===== config.mk =====
export PLATFORM = sky130hd
export DESIGN_NAME = fetch_ctrl_flat
export DESIGN_NICKNAME = d
export VERILOG_FILES = /design/src/rtl/fetch_ctrl_if.sv /design/src/rtl/fetch_ctrl.sv /design/src/flat_wrapper.sv
export SDC_FILE = /design/constraint.sdc
export NUM_CORES = 1
export LEC_CHECK = 0
export CORE_MARGIN = 1.5
export CORE_UTILIZATION = 39
export DETAILED_ROUTE_END_ITERATION = 10
export GPL_ROUTABILITY_DRIVEN = 0
export PLACE_DENSITY = 0.82
export REMOVE_ABC_BUFFERS = 1
export SYNTH_ARGS = -nofsm -noshare
export SYNTH_HDL_FRONTEND = slang
export SYNTH_SLANG_ARGS = --single-unit

===== constraint.sdc =====
create_clock -name clk -period 2.92 [get_ports clk]
set_clock_uncertainty 0.05 [all_clocks]
set_input_delay 0.73 -clock clk [delete_from_list [all_inputs] [get_ports clk]]
set_output_delay 0.73 -clock clk [all_outputs]
set_load 0.01 [all_outputs]

===== src/rtl/fetch_ctrl_if.sv =====
// rtl/fetch_ctrl_if.sv - fetch controller signal bundle between hazard/EX logic and the PC register
interface fetch_ctrl_if;
  logic [31:0] pc;
  logic        stall;
  logic        pred_taken_if;
  logic        br_ex_valid;
  logic        br_ex_taken;
  logic        br_ex_pred;
  logic [31:0] br_ex_pc;
  logic [31:0] br_ex_target;
  logic        jalr_ex;
  logic [2:0]  pcsrc;
  logic        br_pred_taken;
  logic [31:0] restore_addr;
  logic        flush_if;
  logic        flush_id;
  logic        fetch_valid;
  logic [31:0] br_count;
  logic [31:0] mispred_count;

  modport master (
    output pc, stall, pred_taken_if, br_ex_valid, br_ex_taken, br_ex_pred,
           br_ex_pc, br_ex_target, jalr_ex,
    input  pcsrc, br_pred_taken, restore_addr, flush_if, flush_id,
           fetch_valid, br_count, mispred_count
  );

  modport slave (
    input  pc, stall, pred_taken_if, br_ex_valid, br_ex_taken, br_ex_pred,
           br_ex_pc, br_ex_target, jalr_ex,
    output pcsrc, br_pred_taken, restore_addr, flush_if, flush_id,
           fetch_valid, br_count, mispred_count
  );
endinterface


===== src/rtl/fetch_ctrl.sv =====
// rtl/fetch_ctrl.sv - IF-stage next-PC sequencing: boot hold, stalls, redirects, squash, branch counters
module fetch_ctrl #(
  parameter logic [31:0] RESET_PC      = 32'h4000_0000,
  parameter int          BOOT_CYCLES   = 2,
  parameter int          SQUASH_CYCLES = 2
) (
  input  logic         clk,
  input  logic         rst,
  fetch_ctrl_if.slave  bus
);

  typedef enum logic [1:0] {S_BOOT, S_RUN, S_SQUASH} state_t;

  localparam logic [2:0] PCSRC_RESET   = 3'd0;
  localparam logic [2:0] PCSRC_ALU     = 3'd1;
  localparam logic [2:0] PCSRC_PC4     = 3'd2;
  localparam logic [2:0] PCSRC_RESTORE = 3'd4;
  localparam logic [3:0] BOOT_INIT     = 4'(BOOT_CYCLES - 1);
  localparam logic [2:0] SQ_RELOAD     = 3'(SQUASH_CYCLES);

  if (RESET_PC[1:0] != 2'b00 || BOOT_CYCLES < 1 || BOOT_CYCLES > 15 ||
      SQUASH_CYCLES < 1 || SQUASH_CYCLES > 7) begin : g_bad_params
    $error("fetch_ctrl: illegal parameter value");
  end

  state_t      r_state, w_state_nxt;
  logic [3:0]  r_boot_cnt, w_boot_nxt;
  logic [2:0]  r_sq_cnt, w_sq_nxt;
  logic [31:0] r_br_count, r_mispred_count;

  logic        w_mispred;
  logic [2:0]  w_pcsrc;
  logic        w_bp_taken;
  logic [31:0] w_restore;
  logic        w_flush;
  logic        w_fetch_valid;

  assign w_mispred = bus.br_ex_valid && (bus.br_ex_taken != bus.br_ex_pred);

  always_ff @(posedge clk) begin
    if (rst) begin
      r_state    <= S_BOOT;
      r_boot_cnt <= BOOT_INIT;
      r_sq_cnt   <= 3'd0;
    end else begin
      r_state    <= w_state_nxt;
      r_boot_cnt <= w_boot_nxt;
      r_sq_cnt   <= w_sq_nxt;
    end
  end

  always_comb begin
    w_state_nxt   = r_state;
    w_boot_nxt    = r_boot_cnt;
    w_sq_nxt      = r_sq_cnt;
    w_pcsrc       = PCSRC_PC4;
    w_bp_taken    = 1'b0;
    w_restore     = bus.pc;
    w_flush       = 1'b0;
    w_fetch_valid = 1'b0;
    if (rst) begin
      w_pcsrc   = PCSRC_RESET;
      w_restore = 32'd0;
      w_flush   = 1'b1;
    end else begin
      case (r_state)
        S_BOOT: begin
          w_flush = 1'b1;
          if (r_boot_cnt == 4'd0) begin
            w_pcsrc     = PCSRC_PC4;
            w_state_nxt = S_RUN;
          end else begin
            w_pcsrc    = PCSRC_RESET;
            w_boot_nxt = r_boot_cnt - 4'd1;
          end
        end
        default: begin
          w_fetch_valid = (r_state == S_RUN) && !bus.stall;
          // Squash countdown runs regardless of stall; a redirect below overrides it.
          if (r_state == S_SQUASH) begin
            w_sq_nxt = r_sq_cnt - 3'd1;
            if (r_sq_cnt <= 3'd1) w_state_nxt = S_RUN;
          end
          if (w_mispred) begin
            w_pcsrc     = PCSRC_RESTORE;
            w_restore   = bus.br_ex_taken ? bus.br_ex_target : bus.br_ex_pc + 32'd4;
            w_flush     = 1'b1;
            w_state_nxt = S_SQUASH;
            w_sq_nxt    = SQ_RELOAD;
          end else if (bus.jalr_ex) begin
            w_pcsrc     = PCSRC_ALU;
            w_flush     = 1'b1;
            w_state_nxt = S_SQUASH;
            w_sq_nxt    = SQ_RELOAD;
          end else if (bus.stall) begin
            w_pcsrc = PCSRC_RESTORE;
          end else begin
            w_pcsrc    = PCSRC_PC4;
            w_bp_taken = bus.pred_taken_if;
          end
        end
      endcase
    end
  end

  always_ff @(posedge clk) begin
    if (rst) begin
      r_br_count <= 32'd0;
    end else if (r_state != S_BOOT && bus.br_ex_valid) begin
      r_br_count <= r_br_count + 32'd1;
    end
  end

  always_ff @(posedge clk) begin
    if (rst) begin
      r_mispred_count <= 32'd0;
    end else if (r_state != S_BOOT && w_mispred) begin
      r_mispred_count <= r_mispred_count + 32'd1;
    end
  end

  assign bus.pcsrc         = w_pcsrc;
  assign bus.br_pred_taken = w_bp_taken;
  assign bus.restore_addr  = w_restore;
  assign bus.flush_if      = w_flush;
  assign bus.flush_id      = w_flush;
  assign bus.fetch_valid   = w_fetch_valid;
  assign bus.br_count      = r_br_count;
  assign bus.mispred_count = r_mispred_count;

endmodule


===== src/flat_wrapper.sv =====
// flat-port wrapper written by rule: the top's interface ports become plain ports
module fetch_ctrl_flat 
#(
  parameter logic [31:0] RESET_PC      = 32'h4000_0000,
  parameter int          BOOT_CYCLES   = 2,
  parameter int          SQUASH_CYCLES = 2
)
  (clk, rst, bus_pc, bus_stall, bus_pred_taken_if, bus_br_ex_valid, bus_br_ex_taken, bus_br_ex_pred, bus_br_ex_pc, bus_br_ex_target, bus_jalr_ex, bus_pcsrc, bus_br_pred_taken, bus_restore_addr, bus_flush_if, bus_flush_id, bus_fetch_valid, bus_br_count, bus_mispred_count);
  fetch_ctrl_if bus_i ();
  input  logic clk;
  input  logic rst;
  input wire logic [$bits(bus_i.pc)-1:0] bus_pc;
  input wire logic [$bits(bus_i.stall)-1:0] bus_stall;
  input wire logic [$bits(bus_i.pred_taken_if)-1:0] bus_pred_taken_if;
  input wire logic [$bits(bus_i.br_ex_valid)-1:0] bus_br_ex_valid;
  input wire logic [$bits(bus_i.br_ex_taken)-1:0] bus_br_ex_taken;
  input wire logic [$bits(bus_i.br_ex_pred)-1:0] bus_br_ex_pred;
  input wire logic [$bits(bus_i.br_ex_pc)-1:0] bus_br_ex_pc;
  input wire logic [$bits(bus_i.br_ex_target)-1:0] bus_br_ex_target;
  input wire logic [$bits(bus_i.jalr_ex)-1:0] bus_jalr_ex;
  output wire logic [$bits(bus_i.pcsrc)-1:0] bus_pcsrc;
  output wire logic [$bits(bus_i.br_pred_taken)-1:0] bus_br_pred_taken;
  output wire logic [$bits(bus_i.restore_addr)-1:0] bus_restore_addr;
  output wire logic [$bits(bus_i.flush_if)-1:0] bus_flush_if;
  output wire logic [$bits(bus_i.flush_id)-1:0] bus_flush_id;
  output wire logic [$bits(bus_i.fetch_valid)-1:0] bus_fetch_valid;
  output wire logic [$bits(bus_i.br_count)-1:0] bus_br_count;
  output wire logic [$bits(bus_i.mispred_count)-1:0] bus_mispred_count;
  assign bus_i.pc = bus_pc;
  assign bus_i.stall = bus_stall;
  assign bus_i.pred_taken_if = bus_pred_taken_if;
  assign bus_i.br_ex_valid = bus_br_ex_valid;
  assign bus_i.br_ex_taken = bus_br_ex_taken;
  assign bus_i.br_ex_pred = bus_br_ex_pred;
  assign bus_i.br_ex_pc = bus_br_ex_pc;
  assign bus_i.br_ex_target = bus_br_ex_target;
  assign bus_i.jalr_ex = bus_jalr_ex;
  assign bus_pcsrc = bus_i.pcsrc;
  assign bus_br_pred_taken = bus_i.br_pred_taken;
  assign bus_restore_addr = bus_i.restore_addr;
  assign bus_flush_if = bus_i.flush_if;
  assign bus_flush_id = bus_i.flush_id;
  assign bus_fetch_valid = bus_i.fetch_valid;
  assign bus_br_count = bus_i.br_count;
  assign bus_mispred_count = bus_i.mispred_count;
  fetch_ctrl #(.RESET_PC(RESET_PC), .BOOT_CYCLES(BOOT_CYCLES), .SQUASH_CYCLES(SQUASH_CYCLES)) u_core (.clk(clk), .rst(rst), .bus(bus_i));
endmodule

==> impl_metrics.toml <==
[yosys]
synth.top_cell.area_share_pct = 30.3
synth_top_area_cell = "dfxtp_1"
yosysUniqueCellTypes = 51
ys_top_cells_by_area = "dfxtp_1 (30%), xnor2_1 (7.6%), nor2_1 (5.5%), a21oi_1 (4.9%), nand2_1 (4.4%)"
yosys.area_share.simple_pct = 31.9
synth_compound_area_share_pct = 16.9
syn_area_um2 = 4830
synthCells = 658
async_flop_share_pct = 0
muxShareOfSynthArea_pct = 1.27
syn_avg_cell_area_um2 = 7.34
synth_fa_ha_area_share_pct = 1.55
ys.flop_type = "dfxtp_1"
ys_ff_latch = 73
yosys_warnings = 0
ys_seq_area_share_pct = 30.3
yosys.area_share.xor_xnor_pct = 12.3
synth_enable_flop_cells = 0
synth_top_family_by_area = "simple AND/OR/NAND/NOR gates"

[final_layout]
num-nets-final = 1066
instances_no_fill = 1129
n_fill_cell = 933
synthToLayoutAreaGrowth_pct = 73.3
final_layout_size_suffix_gt1_share_pct = 24.7
multi_input_area_um2 = 3380
regArea_um2 = 1460

[worst_hold_path]
hold_path.class = "reg2reg"
hold_start = "u_core.r_boot_cnt[2]"

[routing]
avgViaCountPerCell = 5.42
drc_errors = 0
dr_total_vias = 6121
drt_iter0_markers = 454
wl_per_cell_um = 15.8
ant_nets = 0
drt_pass1_iterations = 5
finalWirelength_mm = 17.9

[grt]
grt_pass1_vias = 5829
gr-usage-all-layers_pct = 26.2
grt_start_max_net_pins = 49
overflow = 0
antenna_found_initial = 2
grt_pass1_wl_mm = 27.5

[critical_path]
path_buf_inv = 3
r2r_start = "u_core.bus.mispred_count[9]"
crit_type = "in2out"
cp.required_ps = 2140
path_cells = "buf_8, ha_4, nand4_1, or4_4, buf_4, nor3_4, xnor2_2, a211oi_2, buf_2"
cp-end-kind = "primary output"
crit_arrival_ps = 2450
critPathMaxStageDelay_ps = 600
crit_family = "simple AND/OR/NAND/NOR gates"
crit_path_end = "bus_restore_addr[22]"
cp_slowest_cell = "or4_4"
crit_cells = 9
r2r-end = "u_core.bus.mispred_count[29]"
reg2regPathDepth = 6
worstSetupStartpoint = "bus_br_ex_pc[3]"
crit_fanout = 3
r2r_slack_ps = 510
cp-start-kind = "input port"

[sta]
worst_pin_slew_ps = 567
fin_setup_tns_ps = -3150
drv_slew = 0
fin_crit_sh_pct = 111
rsz0062_at_grt = "yes"
setup_viol = 20
period_minus_slack_ps = 3230
max_slew_margin_pct = 61.9
worst_slack_ps = -314
max_freq_ghz = 0.309
hold_viol_final = 0

[floorplanning]
die_area_um2 = 13100
die_w_um = 114
row_count = 40
die_y_um = 114
io_pins = 207
initial_utilization_pct = 40.0
core-area_um2 = 12100

[clock_network]
clk_pin_slew_ps = 60
cts_tree = "done"
cts_buffer_depth = 2
ctsHoldBuffers = 0
cts-root-buf = "clkbuf_16"
cts_buffers = 9
insertion_delay_ps = 330
clock-sinks = 73
cts-htree-levels = 3

[job]
max-cap-violations = 0

[pwr]
finalPower_mw = 3.05
p_leak_nw = 3.19
powerDensity_nw_per_um2 = 364
irDropWorstVdd_uv = 249

[placement]
numPortBuffers = 206
dp.cells = 1093
hpwl_mm = 12.4
pre_cts_slack_ps = -1340

[outcome]
outcome = "finished with violations"
violations = "negative setup slack"
what timing repair did:
item / 4_1_cts / 5_1_grt
setup endpoints to repair: 38 / 35
resized for setup: 259 / 52
gates cloned: 1 / 0
buffers inserted: 16 / 5
pin swaps: 53 / 32
hold endpoints to repair: 0 / 0
how the worst min path moves through the flow:
stage / endpoint / slack, ps / cells after the start
detailed placement: u_core.r_boot_cnt[2] / 430 / 2
CTS: u_core.r_boot_cnt[2] / 440 / 2
floorplan: u_core.r_boot_cnt[2] / 400 / 2
global placement: u_core.r_boot_cnt[2] / 430 / 2
global route: u_core.r_boot_cnt[2] / 470 / 2
finish: u_core.r_boot_cnt[2] / 440 / 2
cell type report:
class | count | area share, %
Antenna cell | 1 | 0.0299
Clock buffer | 12 | 2.95
Clock inverter | 3 | 0.209
Inverter | 32 | 1.48
Multi-Input combinational cell | 514 | 40.4
Sequential cell | 73 | 17.5
Tap cell | 168 | 2.51
Timing Repair Buffer | 326 | 34.9
synth_stat cells (20+ instances only):
| cell | number |
|---|---|
| o21ai_0 | 31 |
| nor4_1 | 20 |
| nand2_1 | 56 |
| nor2_1 | 71 |
| xor2_1 | 24 |
| inv_1 | 32 |
| nand3_1 | 38 |
| dfxtp_1 | 73 |
| clkbuf_1 | 29 |
| xnor2_1 | 42 |
| or3_1 | 21 |
| nor3_1 | 28 |
| a21oi_1 | 47 |
| nand4_1 | 25 |
worst register-to-register path, cell delays in order, from the launching register on:
cell	delay [ps]
dfxtp_1	440
and4_1	300
nand4_2	190
or4_1	670
buf_4	210
or3_1	340
a21oi_1	150
flip-flops by register name (all words and copies together), names as in the netlist:
signal / count
u_core.r_state: 2
u_core.r_sq_cnt: 3
u_core.bus.br_count: 32
u_core.r_boot_cnt: 4
u_core.bus.mispred_count: 32
cell usage in the layout, fill, tap and decap left out, types with 5 or more instances in the layout:
cell type / instances
or3_1: 20
xnor2_1: 40
and3_1: 10
buf_2: 27
xor2_1: 23
a21oi_1: 45
a21o_1: 6
a211oi_1: 9
nor4_1: 16
nor2_1: 69
a31oi_1: 8
and4_1: 10
mux2i_1: 5
clkbuf_16: 9
nand2_1: 53
dfxtp_1: 73
buf_6: 27
clkbuf_2: 10
ha_1: 5
nor3_1: 22
buf_4: 99
clkdlybuf4s50_1: 139
nand4_1: 25
nand3_2: 10
dlygate4sd2_1: 11
nand3_1: 27
o21ai_0: 28
inv_1: 31
power breakdown:
part	internal [mW]	switching, mW	leakage [nW]	total (mW)
clock	0.591	0.400	0.128	0.991
combinational	0.499	0.482	2.47	0.981
sequential	1.04	0.0357	0.589	1.08
total	2.13	0.918	3.19	3.05
cell families (layout without fill, tap and decap cells):
group / after synthesis / count (layout)
other: 0 / 1
buffers and inverters: 71 / 373
AO/OA/AOI/OAI: 133 / 133
adder cells (fa/ha/maj): 6 / 6
AND/OR/NAND/NOR: 302 / 302
flip-flops: 73 / 73
multiplexers: 6 / 6
XOR/XNOR: 67 / 67
per-stage QoR:
step / util, % / area (um2) / hold slack (ps)
finish: 69.4 / 8370 / 441
global route: 69.4 / 8370 / 470
CTS: 68.6 / 8270 / 443
detailed placement: 64.2 / 7740 / 434
global placement: 64.2 / 7740 / 426
floorplan: - / 4670 / 401
per-layer routing:
metal	global-route usage, %	share of wire (%)
met3	5.98	7.6
met5	0	0.062
met2	47.1	49
met1	29.4	39
met4	12.0	4.2
Note: power is estimated with default switching activity, not from simulation.
